**config.mk**
```make
export PLATFORM = sky130hd
export DESIGN_NAME = hazard_scoreboard_flat
export DESIGN_NICKNAME = d
export VERILOG_FILES = /design/src/rtl/hazard_scoreboard_if.sv /design/src/rtl/hazard_scoreboard.sv /design/src/flat_wrapper.sv
export SDC_FILE = /design/constraint.sdc
export NUM_CORES = 1
export LEC_CHECK = 0
export CAP_MARGIN = 20
export CORE_ASPECT_RATIO = 1.25
export CORE_MARGIN = 2
export CORE_UTILIZATION = 54
export CTS_CLUSTER_DIAMETER = 40
export DETAILED_ROUTE_END_ITERATION = 12
export PLACE_DENSITY_LB_ADDON = 0.08
export SETUP_SLACK_MARGIN = 0.3
export SLEW_MARGIN = 20
export SYNTH_ARGS = -nofsm -noshare
export SYNTH_HDL_FRONTEND = slang
export SYNTH_SLANG_ARGS = --single-unit
```
**constraint.sdc**
```tcl
create_clock -name clk -period 6.1 [get_ports clk]
set_clock_uncertainty 0.15 [all_clocks]
set_input_delay 1.22 -clock clk [delete_from_list [all_inputs] [get_ports clk]]
set_output_delay 1.22 -clock clk [all_outputs]
set_load 0.005 [all_outputs]
```
**src/rtl/hazard_scoreboard_if.sv**
```systemverilog
// Decode-stage hazard request and hazard controller response bundle.
// The master drives the decode fields; the slave (the controller) returns stall/forward/busy.
interface hazard_scoreboard_if;
  logic [4:0] rsD;
  logic [4:0] rtD;
  logic       useRsD;
  logic       useRtD;
  logic [1:0] TuseRsD;
  logic [1:0] TuseRtD;
  logic [4:0] A3D;
  logic [1:0] TnewD;
  logic       mdUseD;
  logic       mdStartE;
  logic       stallF;
  logic       clrE;
  logic [1:0] fwdRsD;
  logic [1:0] fwdRtD;
  logic       mdBusy;

  modport master (
    output rsD, rtD, useRsD, useRtD, TuseRsD, TuseRtD, A3D, TnewD, mdUseD, mdStartE,
    input  stallF, clrE, fwdRsD, fwdRtD, mdBusy
  );

  modport slave (
    input  rsD, rtD, useRsD, useRtD, TuseRsD, TuseRtD, A3D, TnewD, mdUseD, mdStartE,
    output stallF, clrE, fwdRsD, fwdRtD, mdBusy
  );
endinterface

```
**src/rtl/hazard_scoreboard.sv**
```systemverilog
// Tnew/Tuse hazard controller for a 5-stage pipeline: E/M/W scoreboard of in-flight
// writes plus a mult/div busy counter, producing stall, bubble and forward selects.
module hazard_scoreboard #(
  parameter int unsigned MD_CYCLES = 5,
  parameter int unsigned CNT_W     = 4
) (
  input logic               clk,
  input logic               reset,
  hazard_scoreboard_if.slave bus
);

  typedef struct packed {
    logic [4:0] dst;
    logic [1:0] tnew;
  } entry_t;

  typedef struct packed {
    logic       stall;
    logic [1:0] fwd;
  } resolve_t;

  entry_t             e_q, m_q, w_q;
  entry_t             e_d, m_d, w_d;
  logic [CNT_W-1:0]   cnt_q, cnt_d;
  resolve_t           rs_res, rt_res;
  logic               md_stall;
  logic               stall;

  function automatic logic [1:0] sat_dec(input logic [1:0] t);
    return (t == 2'd0) ? 2'd0 : t - 2'd1;
  endfunction

  // Youngest matching stage wins; $0 never matches, so bubbles are invisible.
  function automatic resolve_t resolve(input logic rd, input logic [4:0] r,
                                       input logic [1:0] tuse,
                                       input entry_t e, input entry_t m, input entry_t w);
    resolve_t   res;
    entry_t     hit;
    logic [1:0] code;
    logic       found;
    res   = '0;
    hit   = '0;
    code  = 2'b00;
    found = 1'b0;
    if (rd && r != 5'd0) begin
      if (e.dst == r) begin
        hit = e; code = 2'b01; found = 1'b1;
      end else if (m.dst == r) begin
        hit = m; code = 2'b10; found = 1'b1;
      end else if (w.dst == r) begin
        hit = w; code = 2'b11; found = 1'b1;
      end
    end
    if (found) begin
      res.stall = (hit.tnew > tuse);
      res.fwd   = (hit.tnew == 2'd0) ? code : 2'b00;
    end
    return res;
  endfunction

  // NOTE: every signal driven here gets a value on all paths, so no latch is inferred.
  always_comb begin
    rs_res   = resolve(bus.useRsD, bus.rsD, bus.TuseRsD, e_q, m_q, w_q);
    rt_res   = resolve(bus.useRtD, bus.rtD, bus.TuseRtD, e_q, m_q, w_q);
    md_stall = bus.mdUseD & ((cnt_q != '0) | bus.mdStartE);
    stall    = rs_res.stall | rt_res.stall | md_stall;

    bus.stallF = stall;
    bus.clrE   = stall;
    bus.fwdRsD = stall ? 2'b00 : rs_res.fwd;
    bus.fwdRtD = stall ? 2'b00 : rt_res.fwd;
    bus.mdBusy = (cnt_q != '0);
  end

  always_comb begin
    w_d.dst  = m_q.dst;
    w_d.tnew = sat_dec(m_q.tnew);
    m_d.dst  = e_q.dst;
    m_d.tnew = sat_dec(e_q.tnew);
    if (stall) begin
      e_d = '0;
    end else begin
      e_d.dst  = bus.A3D;
      e_d.tnew = sat_dec(bus.TnewD);
    end

    // A restart reloads rather than accumulates.
    if (bus.mdStartE) begin
      cnt_d = CNT_W'(MD_CYCLES);
    end else if (cnt_q != '0) begin
      cnt_d = cnt_q - CNT_W'(1);
    end else begin
      cnt_d = cnt_q;
    end
  end

  // NOTE: sequential state uses non-blocking assignments so all registers update together.
  always_ff @(posedge clk or negedge reset) begin
    if (!reset) begin
      e_q   <= '0;
      m_q   <= '0;
      w_q   <= '0;
      cnt_q <= '0;
    end else begin
      e_q   <= e_d;
      m_q   <= m_d;
      w_q   <= w_d;
      cnt_q <= cnt_d;
    end
  end

endmodule

```
**src/flat_wrapper.sv**
```systemverilog
// flat-port wrapper written by rule: the top's interface ports become plain ports
module hazard_scoreboard_flat 
#(
  parameter int unsigned MD_CYCLES = 5,
  parameter int unsigned CNT_W     = 4
)
  (clk, reset, bus_rsD, bus_rtD, bus_useRsD, bus_useRtD, bus_TuseRsD, bus_TuseRtD, bus_A3D, bus_TnewD, bus_mdUseD, bus_mdStartE, bus_stallF, bus_clrE, bus_fwdRsD, bus_fwdRtD, bus_mdBusy);
  hazard_scoreboard_if bus_i ();
  input logic clk;
  input logic reset;
  input wire logic [$bits(bus_i.rsD)-1:0] bus_rsD;
  input wire logic [$bits(bus_i.rtD)-1:0] bus_rtD;
  input wire logic [$bits(bus_i.useRsD)-1:0] bus_useRsD;
  input wire logic [$bits(bus_i.useRtD)-1:0] bus_useRtD;
  input wire logic [$bits(bus_i.TuseRsD)-1:0] bus_TuseRsD;
  input wire logic [$bits(bus_i.TuseRtD)-1:0] bus_TuseRtD;
  input wire logic [$bits(bus_i.A3D)-1:0] bus_A3D;
  input wire logic [$bits(bus_i.TnewD)-1:0] bus_TnewD;
  input wire logic [$bits(bus_i.mdUseD)-1:0] bus_mdUseD;
  input wire logic [$bits(bus_i.mdStartE)-1:0] bus_mdStartE;
  output wire logic [$bits(bus_i.stallF)-1:0] bus_stallF;
  output wire logic [$bits(bus_i.clrE)-1:0] bus_clrE;
  output wire logic [$bits(bus_i.fwdRsD)-1:0] bus_fwdRsD;
  output wire logic [$bits(bus_i.fwdRtD)-1:0] bus_fwdRtD;
  output wire logic [$bits(bus_i.mdBusy)-1:0] bus_mdBusy;
  assign bus_i.rsD = bus_rsD;
  assign bus_i.rtD = bus_rtD;
  assign bus_i.useRsD = bus_useRsD;
  assign bus_i.useRtD = bus_useRtD;
  assign bus_i.TuseRsD = bus_TuseRsD;
  assign bus_i.TuseRtD = bus_TuseRtD;
  assign bus_i.A3D = bus_A3D;
  assign bus_i.TnewD = bus_TnewD;
  assign bus_i.mdUseD = bus_mdUseD;
  assign bus_i.mdStartE = bus_mdStartE;
  assign bus_stallF = bus_i.stallF;
  assign bus_clrE = bus_i.clrE;
  assign bus_fwdRsD = bus_i.fwdRsD;
  assign bus_fwdRtD = bus_i.fwdRtD;
  assign bus_mdBusy = bus_i.mdBusy;
  hazard_scoreboard #(.MD_CYCLES(MD_CYCLES), .CNT_W(CNT_W)) u_core (.clk(clk), .reset(reset), .bus(bus_i));
endmodule
```
==> Yosys cells after proc, flatten, opt, wreduce, memory -nomap -nowiden <==
Index checks and enable logic that the tools add are counted.
{ "totals": {"input_bits": 27, "out_inout_bits": 7, "wordCells": 70, "register_bits": 25} }
{ "classes": {"addsub": 4, "muxes": 36, "n_eq_ne": 6, "n_reduce_logical": 11, "order_cmp": 2, "n_bitwise": 4} }
{ "ops": {"columns": ["op", "count"], "rows": [
  ["2-bit 2-to-1 mux", 23],
  ["5-bit == test", 6],
  ["2-bit logical NOT", 5],
  ["5-bit nonzero test", 2],
  ["1-bit 2-to-1 mux", 8],
  ["4-bit 2-to-1 mux", 2],
  ["7-bit 2-to-1 mux", 1],
  ["3-bit 2-to-1 mux", 2],
  ["2-bit by 1-bit subtractor with 2-bit output, second input constant", 3],
  ["2-bit greater-than comparator", 2],
  ["4-bit nonzero test", 1],
  ["4-bit by 1-bit subtractor with 4-bit output, second input constant", 1],
  ["1-bit OR", 3],
  ["1-bit logical AND", 2],
  ["2-bit nonzero test", 1],
  ["1-bit bitwise AND", 1]
]} }

==> Longest topological paths before layout <==
{ "logic_depth": {"ltp_word": 11, "ltp_mapped": 14, "mapped_depth_nobuf": 14} }

==> Worst setup path after synthesis <==
Ideal clock, no wire load.
{ "synth_timing": {"kind": "input to output", "startpoint": "input port bus_rsD[0]", "endpoint": "output port bus_fwdRsD[0]", "slack_ns": 1.360, "n_path_buf": 0, "arrival_time_ns": 3.370, "path_stages": 12, "required_time_ns": 4.730, "path_cell_list": "nor2b_1 a2111o_1 nor3_1 nand3b_1 a21oi_1 ha_1 a21oi_1 a21oi_1 o311ai_1 and4_4 inv_4 nor4_1"} }
{ "synth_between": {"elab_chain_len": 10, "word_cells_on_any_way": 24, "classes_between": "order compare: 1; eq/ne: 3; mux: 15; bitwise: 2; reduce/logical: 3"} }
{ "synth_rtl": {"columns": ["item", "line", "text"], "rows": [
  ["from (decl)", "flat_wrapper.sv:11", "input wire logic [$bits(bus_i.rsD)-1:0] bus_rsD;"],
  ["5-bit == test", "hazard_scoreboard.sv:50", "end else if (w.dst == r) begin"],
  ["2-bit 2-to-1 mux", "hazard_scoreboard.sv:50", null],
  ["2-bit 2-to-1 mux", "hazard_scoreboard.sv:48", "end else if (m.dst == r) begin"],
  ["2-bit 2-to-1 mux", "hazard_scoreboard.sv:46", "if (e.dst == r) begin"],
  ["2-bit 2-to-1 mux", "hazard_scoreboard.sv:45", "if (rd && r != 5'd0) begin"],
  ["2-bit greater-than comparator", "hazard_scoreboard.sv:55", "res.stall = (hit.tnew > tuse);"],
  ["3-bit 2-to-1 mux *", "hazard_scoreboard.sv:54", "if (found) begin"],
  ["1-bit OR * (2 in a row)", "hazard_scoreboard.sv:66", "stall = rs_res.stall | rt_res.stall | md_stall;"],
  ["via bus_clrE", "flat_wrapper.sv:22", "output wire logic [$bits(bus_i.clrE)-1:0] bus_clrE;"],
  ["2-bit 2-to-1 mux *", "hazard_scoreboard.sv:70", "bus.fwdRsD = stall ? 2'b00 : rs_res.fwd;"],
  ["to (decl)", "flat_wrapper.sv:23", "output wire logic [$bits(bus_i.fwdRsD)-1:0] bus_fwdRsD;"]
]} }
The timed path passes the listed nets; every way through them passes the cells marked *.

==> Worst setup path in the final report <==
{ "layout_timing": {"startpoint": "input port bus_rtD[1]", "endpoint": "output port bus_fwdRsD[0]"} }
{ "layout_between": {"elab_chain_len": 10, "word_cells_on_any_way": 18, "classes_between": "order compare: 1; eq/ne: 3; mux: 10; bitwise: 2; reduce/logical: 2"} }
{ "layout_rtl": {"columns": ["item", "line", "text"], "rows": [
  ["from (decl)", "flat_wrapper.sv:12", "input wire logic [$bits(bus_i.rtD)-1:0] bus_rtD;"],
  ["5-bit == test", "hazard_scoreboard.sv:50", null],
  ["2-bit 2-to-1 mux", "hazard_scoreboard.sv:50", null],
  ["2-bit 2-to-1 mux", "hazard_scoreboard.sv:48", null],
  ["2-bit 2-to-1 mux", "hazard_scoreboard.sv:46", null],
  ["2-bit 2-to-1 mux", "hazard_scoreboard.sv:45", null],
  ["2-bit greater-than comparator", "hazard_scoreboard.sv:55", null],
  ["3-bit 2-to-1 mux *", "hazard_scoreboard.sv:54", null],
  ["1-bit OR * (2 in a row)", "hazard_scoreboard.sv:66", null],
  ["2-bit 2-to-1 mux *", "hazard_scoreboard.sv:70", null]
]} }
Every way passes the cells marked *; elsewhere a longest branch is shown, timed or not.

==> impl_summary.md <==
Finish
Of the cells placed in the final design, the portion with a size suffix greater than 1 is 0.124. The filler-free cell count of the finished design is around 240. The count of inserted antenna diode cells is 0. The net count of the finished layout is around 240.

The layout overhead on the synthesized area is 34.5%.

Global routing
The via count of the first global-routing pass is 1,395. The residual overflow from global routing is 0. The initial antenna violation count is 0. The all-layer global routing usage is 0.250. The maximum number of pins on one net before global-route repair is 26. The first global-routing pass estimated between 6000 and 7000 um of wire.

Logic synthesis
In this run, synthesis produced a sequential element count of 25. Of the total synthesized cell area, the portion taken by full adders, half adders and majority gates is 0.0493. The area fraction in and, or, nand and nor cells after synthesis is 0.201.

Yosys mapped the design onto 38 distinct sky130hd cell types. The multiplexer share of the synthesized area is 0. The compound-cell area share of the yosys netlist was 0.133. A synthesized cell averages roughly 9.6 um2.

Among all flip-flop cells after synthesis, the most frequent one is sky130_fd_sc_hd__dfrtp_1. The main combinational cell family by area after synthesis is simple AND/OR/NAND/NOR gates. Synthesis produced a netlist with a net count of 192. The XOR/XNOR share of the synthesized area is 0.161. In the synthesized netlist, the number of instances is ~160. The post-synthesis sequential area ratio is 0.411. The yosys synthesis warning count is 0. The post-synth design cell area is between 1500 and 2000 um2. The count of flip-flops with a built-in enable after synthesis is 0. The share of flip-flops with an asynchronous set or reset is 1.00.

Timing
The number of hold-slack violations in the final timing report is 0. The final-report max-slew violation count is 0. Setup repair after global routing could not meet its margin everywhere.

The minimum clock period after layout is approximately 5.8 ns. The worst slew slack as a fraction of its limit is 0.631. For the pin with the worst max-slew slack, the measured transition is approximately 0.55 ns. The maximum frequency from static timing analysis is 172 MHz. Dividing the final minimum period by the clock period gives 0.952. Once routing completed, OpenROAD measured the worst setup slack at ~0.29 ns. The final number of setup-violating endpoints is 0.

Worst setup path
The worst setup path category is input pin to primary output. The cell occurring most often along the worst timing path is sky130_fd_sc_hd__clkdlybuf4s50_1. The largest individual stage delay along the critical path comes from the cell sky130_fd_sc_hd__clkdlybuf4s50_1. The largest delay contributor family on the critical path is buffers and inverters.

The element type at the critical path start is an input pin. Walking the worst path, the cells encountered are clkdlybuf4s50_1, xor2_1, nor3_2, a211oi_2, o31ai_4, nor2_1, ha_1, a21oi_1, a211oi_1, o21ai_1, and4_4, inv_4, nor4_2, clkdlybuf4s50_1. The number of buffers and inverters on the critical path is 3. In this run the critical register-to-register path is captured at u_core.e_q[1]. The worst setup path is captured at a primary output. The worst register-to-register path has a setup slack of ~3 ns. Data on the critical path arrives at its endpoint at 4.44 ns. The worst register-to-register path begins at u_core.w_q[2]. Measured in cells, the most critical reg-to-reg path has a length of 12. The critical path runs through a total of 14 cells. For this run, the slowest stage of the critical path takes 0.53 ns. Along the worst path, the maximum fanout reaches 7.

The required time at the worst-slack endpoint is 4.73 ns.

Clocking
Clock-pin slew was measured on the worst setup and hold paths at approximately 0.14 ns. The root buffer cell chosen for the clock tree is sky130_fd_sc_hd__clkbuf_4. The clock reaches the later pin of the worst-skew pair after 0.33 ns.

The CTS tree is done. The count of hold-fix buffers inserted at cts is 0. The depth of the CTS H-tree is 1. The buffer levels on the longest clock path is 2. Buffers inserted during clock tree synthesis total 3. CTS saw 25 sinks.

Placed design
The placed instance count is 229. The last weighted congestion value of the routability-driven placer is roughly 0.89. The estimated wirelength of the detail-placed design is approximately 2800 um. At the placement stage, the worst setup path has a slack of -0.0702 ns.

During placement, the flow inserted port buffers numbering 33.

Drt
Summing over every cut layer, the via total after detailed routing is between 1k and 1.5k. The first routing iteration left 22 violations. In this run the remaining antenna-violating nets after routing total 0.

In the routed layout, each cell is associated on average with a via count of 5.65. The routed wire length per instance is around 16 um. The final layout contains routed wiring with a total length of 3690 um. The number of search-and-repair iterations in the first detailed-routing pass is 4.

After detailed routing, the number of remaining DRC violations is 0.

Run status
The flow ran to the end, and the final reports show no timing, DRC or antenna violations.

Floorplan
The die area is approximately 3300 um2. The count of standard-cell rows is 21. The total area inside the core boundary comes to 2680 um2. Measured along the x axis, the die boundary spans just over 50 um. The die is 63.3 um tall. In this run the count of I/O pins placed on the die edge is 34.

The starting density of the core is 0.568.

Run
Max-cap violations in this run came to 0.

Min path
The worst min-delay path startpoint is u_core.m_q[3]. The worst hold path was traced through 0 stages. The worst min-delay path endpoint is u_core.w_q[3]. The worst hold path belongs to the class flop to flop.

Power
For this design the ratio of total power to cell area is 189 nW/um2. Summed over all cells, the static leakage comes to just under 0.001 uW. VDD sags by at most about 0.18 mV.
==> where the power goes <==
group          total (uW)  internal, uW  switching, uW
logic                 114          57.2           56.8
clock network        76.3          25.1           51.2
registers             197           181           15.7
==> Yosys cell counts (all sizes together), types with 2 or more instances <==
| cell | n | area, um2 |
|---|---|---|
| inv | 15 | 58.8 |
| ha | 6 | 75.1 |
| dfrtp | 25 | 626 |
| a21oi | 9 | 45.0 |
| xnor2 | 13 | 114 |
| and3 | 3 | 18.8 |
| o31ai | 2 | 15.0 |
| nor2 | 10 | 37.5 |
| and4 | 2 | 20.0 |
| o21ai | 6 | 41.3 |
| nand3 | 5 | 25.0 |
| a211oi | 4 | 30.0 |
| nor2b | 5 | 31.3 |
| xor2 | 15 | 131 |
| nand2 | 4 | 15.0 |
| nor3 | 5 | 25.0 |
| nor4 | 5 | 31.3 |
| nand3b | 2 | 15.0 |
| and2 | 8 | 50.1 |
==> cells in the final DEF, fill, tap and decap left out, types with 2 or more instances in the layout <==
| cell | instances |
|---|---|
| sky130_fd_sc_hd__and3_1 | 3 |
| sky130_fd_sc_hd__dlymetal6s2s_1 | 8 |
| sky130_fd_sc_hd__a211oi_1 | 3 |
| sky130_fd_sc_hd__buf_4 | 6 |
| sky130_fd_sc_hd__nor4_1 | 3 |
| sky130_fd_sc_hd__nor3_2 | 2 |
| sky130_fd_sc_hd__nand3_1 | 5 |
| sky130_fd_sc_hd__xnor2_1 | 13 |
| sky130_fd_sc_hd__dfrtp_1 | 25 |
| sky130_fd_sc_hd__ha_1 | 6 |
| sky130_fd_sc_hd__a21oi_2 | 2 |
| sky130_fd_sc_hd__inv_1 | 14 |
| sky130_fd_sc_hd__a21oi_1 | 7 |
| sky130_fd_sc_hd__nor2_1 | 10 |
| sky130_fd_sc_hd__nor2b_1 | 5 |
| sky130_fd_sc_hd__o21ai_0 | 4 |
| sky130_fd_sc_hd__clkdlybuf4s50_1 | 23 |
| sky130_fd_sc_hd__clkbuf_4 | 3 |
| sky130_fd_sc_hd__nand2_1 | 4 |
| sky130_fd_sc_hd__xor2_1 | 15 |
| sky130_fd_sc_hd__nor3_4 | 2 |
| sky130_fd_sc_hd__nor4_2 | 2 |
| sky130_fd_sc_hd__nand3b_1 | 2 |
| sky130_fd_sc_hd__and2_1 | 8 |
==> routing by layer <==
layer	GRT usage	wire, um	vias to the layer above
met4	0.122	123	0
met5	0	0	-
li1	-	-	630
met2	0.425	1920	47
met3	0.0427	136	14
met1	0.298	1510	637
==> area by class of cell <==
cell class,instances,area (um2)
Clock buffer,3,22.5
Clock inverter,1,7.51
Fill cell,208,633
Inverter,15,58.8
Multi-Input combinational cell,118,901
Sequential cell,25,626
Tap cell,34,42.5
Timing Repair Buffer,39,389
==> state kept, by name, summed over array words and instances (netlist names) <==
register	count
u_core.m_q	7
u_core.cnt_q	4
u_core.w_q	7
u_core.e_q	7
==> metrics by stage <==
step / cell area (um2) / util / setup TNS, ns / power, uW / hold slack (ns)
final: 2050 / 0.764 / 0 / 387 / 0.300
after CTS: 1990 / 0.743 / 0 / 386 / 0.302
after global placement: 1920 / 0.715 / 0 / 300 / 0.266
after floorplan: 1520 / - / 0 / 258 / 0.258
after global routing: 2050 / 0.764 / 0 / 413 / 0.306
after detailed placement: 1920 / 0.715 / -0.237 / 306 / 0.276
==> how the worst max path moves through the flow <==
stage                     startpoint             to  slack [ns]
after detailed placement  bus_rsD[0]  bus_fwdRtD[1]       -0.07
final                     bus_rtD[1]  bus_fwdRsD[0]        0.29
after global placement    bus_rsD[0]  bus_fwdRsD[1]        0.11
after global routing      bus_rtD[4]  bus_fwdRsD[0]        0.12
after floorplan           bus_rsD[0]  bus_fwdRsD[0]        1.36
after CTS                 bus_rtD[1]  bus_fwdRtD[1]        0.28
==> repair_timing <==
item / CTS / global route
resized for setup: 9 / 13
pin swaps: 1 / 2
setup endpoints to repair: 6 / 6
buffers inserted: 1 / 1
==> cells by family after synthesis <==
group | count (synthesis)
AOI/OAI and AO/OA | 30
and+or+nand+nor | 54
xor gates and xnor gates | 28
buffers and inverters | 16
adders and majority gates | 6
DFF | 25
Power figures use the tool's default switching activity.
